[src/rtl/reg_file_pkg.sv]
// Shared constants for the RV32I integer register file and its read ports.
package reg_file_pkg;

  localparam int REG_DATA_W   = 32;
  localparam int REG_ADDR_W   = 5;
  localparam int REG_NUM      = 32;
  localparam int REG_NUM_LOG2 = 5;

  localparam logic [REG_DATA_W-1:0] ZERO_WORD    = '0;
  localparam logic [REG_ADDR_W-1:0] NOP_REG_ADDR = '0;

  localparam logic WRITE_ENABLE  = 1'b1;
  localparam logic WRITE_DISABLE = 1'b0;
  localparam logic READ_ENABLE   = 1'b1;
  localparam logic READ_DISABLE  = 1'b0;

endpackage

[src/rtl/reg_file_rd_port.sv]
// One combinational read port: reset, enable and x0 force zero; an in-flight
// write to the same index bypasses the array.
module reg_file_rd_port
  import reg_file_pkg::*;
#(
  parameter int DATA_W = REG_DATA_W,
  parameter int ADDR_W = REG_ADDR_W
) (
  input  logic              rst,
  input  logic              re,
  input  logic [ADDR_W-1:0] raddr,
  input  logic              we,
  input  logic [ADDR_W-1:0] waddr,
  input  logic [DATA_W-1:0] wdata,
  input  logic [DATA_W-1:0] rword,
  output logic [DATA_W-1:0] rdata
);

  always_comb begin
    rdata = ZERO_WORD;
    if (rst) begin
      rdata = ZERO_WORD;
    end else if (re == READ_DISABLE) begin
      rdata = ZERO_WORD;
    end else if (raddr == NOP_REG_ADDR) begin
      rdata = ZERO_WORD;
    end else if ((we == WRITE_ENABLE) && (waddr == raddr)) begin
      // Same-cycle bypass keeps ID free of a WB forwarding path.
      rdata = wdata;
    end else begin
      rdata = rword;
    end
  end

endmodule

[src/rtl/reg_file.sv]
// Integer register file x0..x31: one WB write port, two ID read ports with
// same-cycle write-to-read bypass. x0 always reads as zero.
module reg_file
  import reg_file_pkg::*;
#(
  parameter int DATA_W   = REG_DATA_W,
  parameter int ADDR_W   = REG_ADDR_W,
  parameter int NUM_REGS = REG_NUM
) (
  input  logic              clk,
  input  logic              rst,
  input  logic              we,
  input  logic [ADDR_W-1:0] waddr,
  input  logic [DATA_W-1:0] wdata,
  input  logic              re1,
  input  logic [ADDR_W-1:0] raddr1,
  output logic [DATA_W-1:0] rdata1,
  input  logic              re2,
  input  logic [ADDR_W-1:0] raddr2,
  output logic [DATA_W-1:0] rdata2
);

  logic [DATA_W-1:0] regs_q [NUM_REGS];
  logic [DATA_W-1:0] regs_d [NUM_REGS];

  always_comb begin
    for (int i = 0; i < NUM_REGS; i++) begin
      regs_d[i] = regs_q[i];
    end
    if ((we == WRITE_ENABLE) && (waddr != NOP_REG_ADDR)) begin
      regs_d[waddr] = wdata;
    end
    regs_d[0] = ZERO_WORD;
  end

  // Reset wins over any write presented in the same cycle.
  always_ff @(posedge clk) begin
    if (rst) begin
      for (int i = 0; i < NUM_REGS; i++) begin
        regs_q[i] <= ZERO_WORD;
      end
    end else begin
      for (int i = 0; i < NUM_REGS; i++) begin
        regs_q[i] <= regs_d[i];
      end
    end
  end

  reg_file_rd_port #(.DATA_W(DATA_W), .ADDR_W(ADDR_W)) u_rd_port1 (
    .rst   (rst),
    .re    (re1),
    .raddr (raddr1),
    .we    (we),
    .waddr (waddr),
    .wdata (wdata),
    .rword (regs_q[raddr1]),
    .rdata (rdata1)
  );

  reg_file_rd_port #(.DATA_W(DATA_W), .ADDR_W(ADDR_W)) u_rd_port2 (
    .rst   (rst),
    .re    (re2),
    .raddr (raddr2),
    .we    (we),
    .waddr (waddr),
    .wdata (wdata),
    .rword (regs_q[raddr2]),
    .rdata (rdata2)
  );

endmodule

[config.mk]
export PLATFORM = sky130hd
export DESIGN_NAME = reg_file
export DESIGN_NICKNAME = d
export VERILOG_FILES = /design/src/rtl/reg_file_pkg.sv /design/src/rtl/reg_file_rd_port.sv /design/src/rtl/reg_file.sv
export SDC_FILE = /design/constraint.sdc
export NUM_CORES = 2
export LEC_CHECK = 0
export ABC_AREA = 1
export CORE_ASPECT_RATIO = 1.75
export CORE_MARGIN = 10
export CORE_UTILIZATION = 25
export DETAILED_ROUTE_END_ITERATION = 6
export SLEW_MARGIN = 25
export SYNTH_ARGS = -nofsm -noshare
export SYNTH_HDL_FRONTEND = slang
export SYNTH_HIERARCHICAL = 1
export SYNTH_SLANG_ARGS = --single-unit
export TNS_END_PERCENT = 20
[constraint.sdc]
create_clock -name clk -period 2.35 [get_ports clk]
set_clock_uncertainty 0.2 [all_clocks]
set_input_delay 0.47 -clock clk [delete_from_list [all_inputs] [get_ports clk]]
set_output_delay 0.47 -clock clk [all_outputs]
set_load 0.1 [all_outputs]
==> Word-level counts from Yosys, hierarchy flattened <==
Memories as Yosys holds them, arrays and structs flattened.
Index checks and enable logic that the tools add are counted.
{ "classes": {"addsub": 0, "mul": 0, "n_div": 0, "n_lt_le_gt_ge": 2, "n_eq_ne": 2, "shift": 0, "muxes": 47, "bitwise_logic": 33, "n_reduce_logical": 7} }
{ "ops": {"columns": ["cell", "n"], "rows": [
  ["$mux 32", 41],
  ["$bwmux 1024", 1],
  ["$mux 992", 1],
  ["$demux 32 s5", 1],
  ["$or 1x1->1", 32],
  ["$eq 5x5->1", 2],
  ["$logic_not 5->1", 2],
  ["$ge 6x6->1 const B", 1],
  ["$lt 6x1->1 const B", 1],
  ["$not 5->6", 1],
  ["$reduce_bool 5->1", 1],
  ["$logic_and 1x1->1", 4],
  ["$mux 1", 3]
]} }
{ "word_totals": {"reg_bits": 0, "latchBits": 0, "mem_bits_rw": 1024, "mem_bits_ro": 0, "inputBits": 52, "mem_count": 1} }
{ "memory_table": {"columns": ["memory", "depth", "width", "read_ports", "rd_ports_with_merged_regs", "wr", "line_no", "text"], "rows": [
  ["regs_q", 32, 32, 34, 0, 32, "reg_file.sv:23", "logic [DATA_W-1:0] regs_q [NUM_REGS];"]
]} }

==> Depth between registers and ports, before layout <==
{ "logic_depth": {"depth_word": 8, "ltp_mapped": 17, "depth_no_buf": 13} }

==> Cells and area by module <==
The synthesis kept the hierarchy.
{ "modules_own_cells": {"columns": ["mod", "instances", "cells_each", "area_per_inst_um2", "seq_area_each_um2"], "rows": [
  ["reg_file", 1, 8305, 53357.4, 19859.0],
  ["reg_file_rd_port", 2, 201, 809.5, 0.0]
]} }

==> Worst setup path before layout <==
OpenSTA, ideal clock, no wires.
{ "synth_path": {"path_type": "input port to output port", "startpoint": "in raddr1[0]", "endpoint": "out rdata1[1]", "arrival_ps": 3000, "setup_slack_ps": -1320, "cell_stages": 17, "n_path_buf": 4, "path_cell_list": "buf_2 -> inv_1 -> buf_2 -> buf_2 -> buf_2 -> nand2_1 -> nand3_1 -> nand3_1 -> nand2_1 -> nand2_1 -> nand2_1 -> nand2_1 -> nand2_1 -> inv_1 -> nand2_1 -> nand2_1 -> nor2_1"} }
{ "synth_via": {"elab_chain_len": 6} }
{ "synth_lines": {"columns": ["element", "line_no", "text"], "rows": [
  ["from (decl)", "reg_file.sv:16", "input logic [ADDR_W-1:0] raddr1,"],
  ["parallel branches: the longest is 3 deep, another holds $mem_v2 32x32", null, null],
  ["$mux 32 (*)", "reg_file_rd_port.sv:25", "end else if (raddr == NOP_REG_ADDR) begin"],
  ["$mux 32 (*)", "reg_file_rd_port.sv:23", "end else if (re == READ_DISABLE) begin"],
  ["$mux 32 (*)", "reg_file_rd_port.sv:21", "if (rst) begin"],
  ["to (decl)", "reg_file.sv:17", "output logic [DATA_W-1:0] rdata1,"]
]} }
Mark *: on every way between the ends.

==> Final worst setup path <==
{ "layout_path": {"startpoint": "in raddr2[0]", "endpoint": "out rdata2[0]"} }
{ "layout_via": {"elab_chain_len": 6} }
{ "layout_lines": {"columns": ["element", "line_no", "text"], "rows": [
  ["from (decl)", "reg_file.sv:19", "input logic [ADDR_W-1:0] raddr2,"],
  ["parallel branches: the longest is 3 deep, another holds $mem_v2 32x32", null, null],
  ["$mux 32 (*)", "reg_file_rd_port.sv:25", null],
  ["$mux 32 (*)", "reg_file_rd_port.sv:23", null],
  ["$mux 32 (*)", "reg_file_rd_port.sv:21", null],
  ["to (decl)", "reg_file.sv:20", "output logic [DATA_W-1:0] rdata2"]
]} }
Marked as above.

==> implementation parameters <==
Parameter                              Value

Logic synthesis
  Netlist area before placement ... 55000 um2
  Most numerous cell types in the synthesized netlist ... 2781 x nand2_1, 1608 x nand3_1, 1127 x nor2_1, 992 x a211oi_1, 992 x dfxtp_1
  Dominant cell by count in the synthesized netlist ... nand2_1
  Sequential cell area fraction in the yosys report ... 0.361
  Post-synthesis instance total ... 8707
  Post-synth top area cell ... dfxtp_1
  Number of synthesized register bits ... 992
  Average cell area after synthesis ... 6.31 um2
  Primary FF master, synth ... dfxtp_1
  Synth top area cells ... dfxtp_1 36%, nand2_1 19%, nand3_1 15%, a211oi_1 14%, nor2_1 7.7%
  Async set-or-reset flop fraction in the synthesized netlist ... 0
  YS warnings ... 6
  Area fraction of the dominant cell type after synthesis ... 0.361
  EDFF count, synth ... 0
  Net count after synthesis ... 8759
  Number of different library cells in the post-synthesis netlist ... 17

Power
  VDD IR-drop max ... 0.000699 V
  Final total power ... 40200 uW
  Cell Pwr Density ... 568 nW/um2
  P_leak ... 0.0270 uW

Hold path
  Start point of the worst min-delay path ... rst
  Hold Crit Class ... in -> reg

Final layout
  Layout cells sized above 1 ... 0.149
  FF+latch area ... 20000 um2
  Register ranked first by flip-flop count ... regs_q
  Final-layout fill cell count ... 23500
  Max reg flops ... 992
  Largest registers ... regs_q (992)
  Area taken by multi-input logic gates ... 31700 um2
  Net total in the final layout ... 8761
  Area growth from synthesis to layout ... 28.6%

Global routing
  Antenna violations before repair ... 3
  Maximum number of pins on one net before global-route repair ... 140
  Vias in the first global route ... 58000
  Total track usage ... 0.195
  Total gr overflow ... 0
  Global-route wire length before repair ... 367000 um

Setup path
  Critical-path maximum fanout ... 14
  Data arrival time of the worst path ... 2.38 ns
  Worst Path Class, Setup ... in -> out
  Crit Reg-Reg Startpoint ... regs_q[12][13]
  Beginning of the critical path ... raddr2[0]
  Critical Path Sink Type ... output port
  Critical Path Source Type ... primary input
  Worst path required time ... 1.68 ns

Place
  Count of buffers from port buffering ... 115
  Final weighted congestion of routability-driven global placement ... 0.874
  Final HPWL from detailed placement ... 159000 um

Timing
  Worst hold slack ... 0.153 ns
  RSZ-0062 raised after global routing ... yes
  Number of max-slew violations in the final report ... 0
  Transition time at the pin with the least slew margin ... 0.748 ns
  Final Cycle Share ... 1.30
  Max transition margin ... 0.502
  Setup WS post-layout ... -0.698 ns
  Maximum clock rate ... 328 MHz
  Total count of hold-check failures in the final report ... 0
  Final Critical Period ... 3.05 ns
  Final setup violation count ... 64

Floorplan
  Die Y-Extent ... 640 um
  X dimension of the die ... 374 um
  Initial core utilization ... 0.251
  Number of cell rows ... 227
  Die area ... 240000 um2
  Area of the core ... 219000 um2
  I/O pin total ... 116

Status
  Failing checks ... negative setup slack
  Outcome ... complete, but fails checks

CTS
  Clk slew on worst S/H paths ... 0.07 ns
  Number of CTS-inserted buffers ... 91
  Quantity of hold-fixing buffers added after cts ... 0
  Clock sink total ... 992
  TritonCTS clock tree ... done
  Clock insertion delay at the later pin of the skew report ... 0.71 ns
  Deepest level of the CTS H-tree ... 3
  Number of buffers on the longest clock path ... 3
  Clk root buf ... clkbuf_16

Drt
  Number of design rule violations left after detail routing ... 0
  ANT nets after route ... 0
  Post-DR wirelength/cell ... 21.3 um
  Post-DR vias/cell ... 5.17
  Initial detailed-routing violation count ... 5461
  Number of detailed-routing iterations run before antenna repair ... 6
  Final WL ... 247000 um
  Total number of vias ... 60200

Job
  Max Cap Violations ... 0
## path summary, 6_finish.rpt
| check | end | slack [ns] | depth (start not counted) |
|---|---|---|---|
| max | rdata2[0] | -0.70 | 18 |
| min | regs_q[16][16] | 0.15 | 3 |
| max reg2reg | regs_q[12][13] | 1.39 | 3 |
| min reg2reg | regs_q[3][22] | 0.29 | 2 |
## routing by layer
| layer | GRT usage | share of wire | wire length (um) | vias to the layer above |
|---|---|---|---|---|
| met4 | 0.140 | 0.077 | 19200 | 0 |
| met2 | 0.338 | 0.48 | 119000 | 2434 |
| met3 | 0.0262 | 0.063 | 15700 | 783 |
| met5 | 0 | 0 | 0 | - |
| met1 | 0.221 | 0.38 | 93700 | 28000 |
| li1 | - | - | - | 29000 |
## through the flow
step,instance area [um2],TNS (ns),util,setup slack [ns],instances
3_5_place_dp,65400,-283.78,0.299,-0.783,11400
4_1_cts,69600,-38.11,0.318,-0.673,11600
2_1_floorplan,55900,-24.46,-,-0.399,8707
6_report,70700,-38.38,0.323,-0.698,11600
3_3_place_gp,65400,-291.52,0.299,-0.790,11400
5_1_grt,70700,-44.99,0.323,-0.779,11600
## cell families after synthesis
logic type,after synthesis,synth area share
flops,992,0.361
simple gates,5560,0.419
buf+inv,1163,0.0845
compound gates,992,0.135
## where the power goes
| group | switching [uW] | leakage [uW] | internal, uW |
|---|---|---|---|
| logic | 4600 | 0.0174 | 2490 |
| registers | 162 | 0.00808 | 17000 |
| clock network | 7250 | 0.00150 | 8630 |
## critical path, cell delays in order
cell and delay [ns]:
buf_16 0.15, clkinv_16 0.10, buf_12 0.17, buf_16 0.16, buf_4 0.13, nand2_1 0.05
nand3_1 0.06, nand3_1 0.08, nand2_1 0.07, nand2_1 0.07, nand2_2 0.15, nand2_2 0.10
nand2_4 0.09, inv_2 0.04, nand2_2 0.06, nand2_2 0.07, nor2_4 0.14, buf_12 0.18
## layout by cell type (no fill, tap or decap), drive strengths merged
| cell | instances |
|---|---|
| a211oi | 992 |
| buf | 690 |
| bufbuf | 1 |
| bufinv | 5 |
| clkbuf | 157 |
| clkdlybuf4s50 | 34 |
| clkinv | 15 |
| clkinvlp | 3 |
| dfxtp | 992 |
| diode | 1 |
| dlygate4sd2 | 6 |
| inv | 324 |
| nand2 | 2781 |
| nand3 | 1611 |
| nand3b | 4 |
| nand4 | 2 |
| nor2 | 1162 |
## final cells by class
| cell class | instances | share of cell area |
|---|---|---|
| timing repair buffer | 749 | 0.155 |
| inverter | 321 | 0.0187 |
| sequential | 992 | 0.283 |
| tap | 2862 | 0.0507 |
| timing repair inverter | 2 | 0.000513 |
| clock inverter | 24 | 0.00416 |
| multi-input combinational | 6552 | 0.449 |
| antenna | 1 | 0.0000354 |
| clock buffer | 139 | 0.0389 |
## timing repair
action | CTS | global route
setup buffers | 13 | 21
setup endpoints to repair | 64 | 64
cloned | 11 | 17
pin swaps | 84 | 25
resized for setup | 308 | 144
No activity file was read; power rests on OpenSTA's default activity.
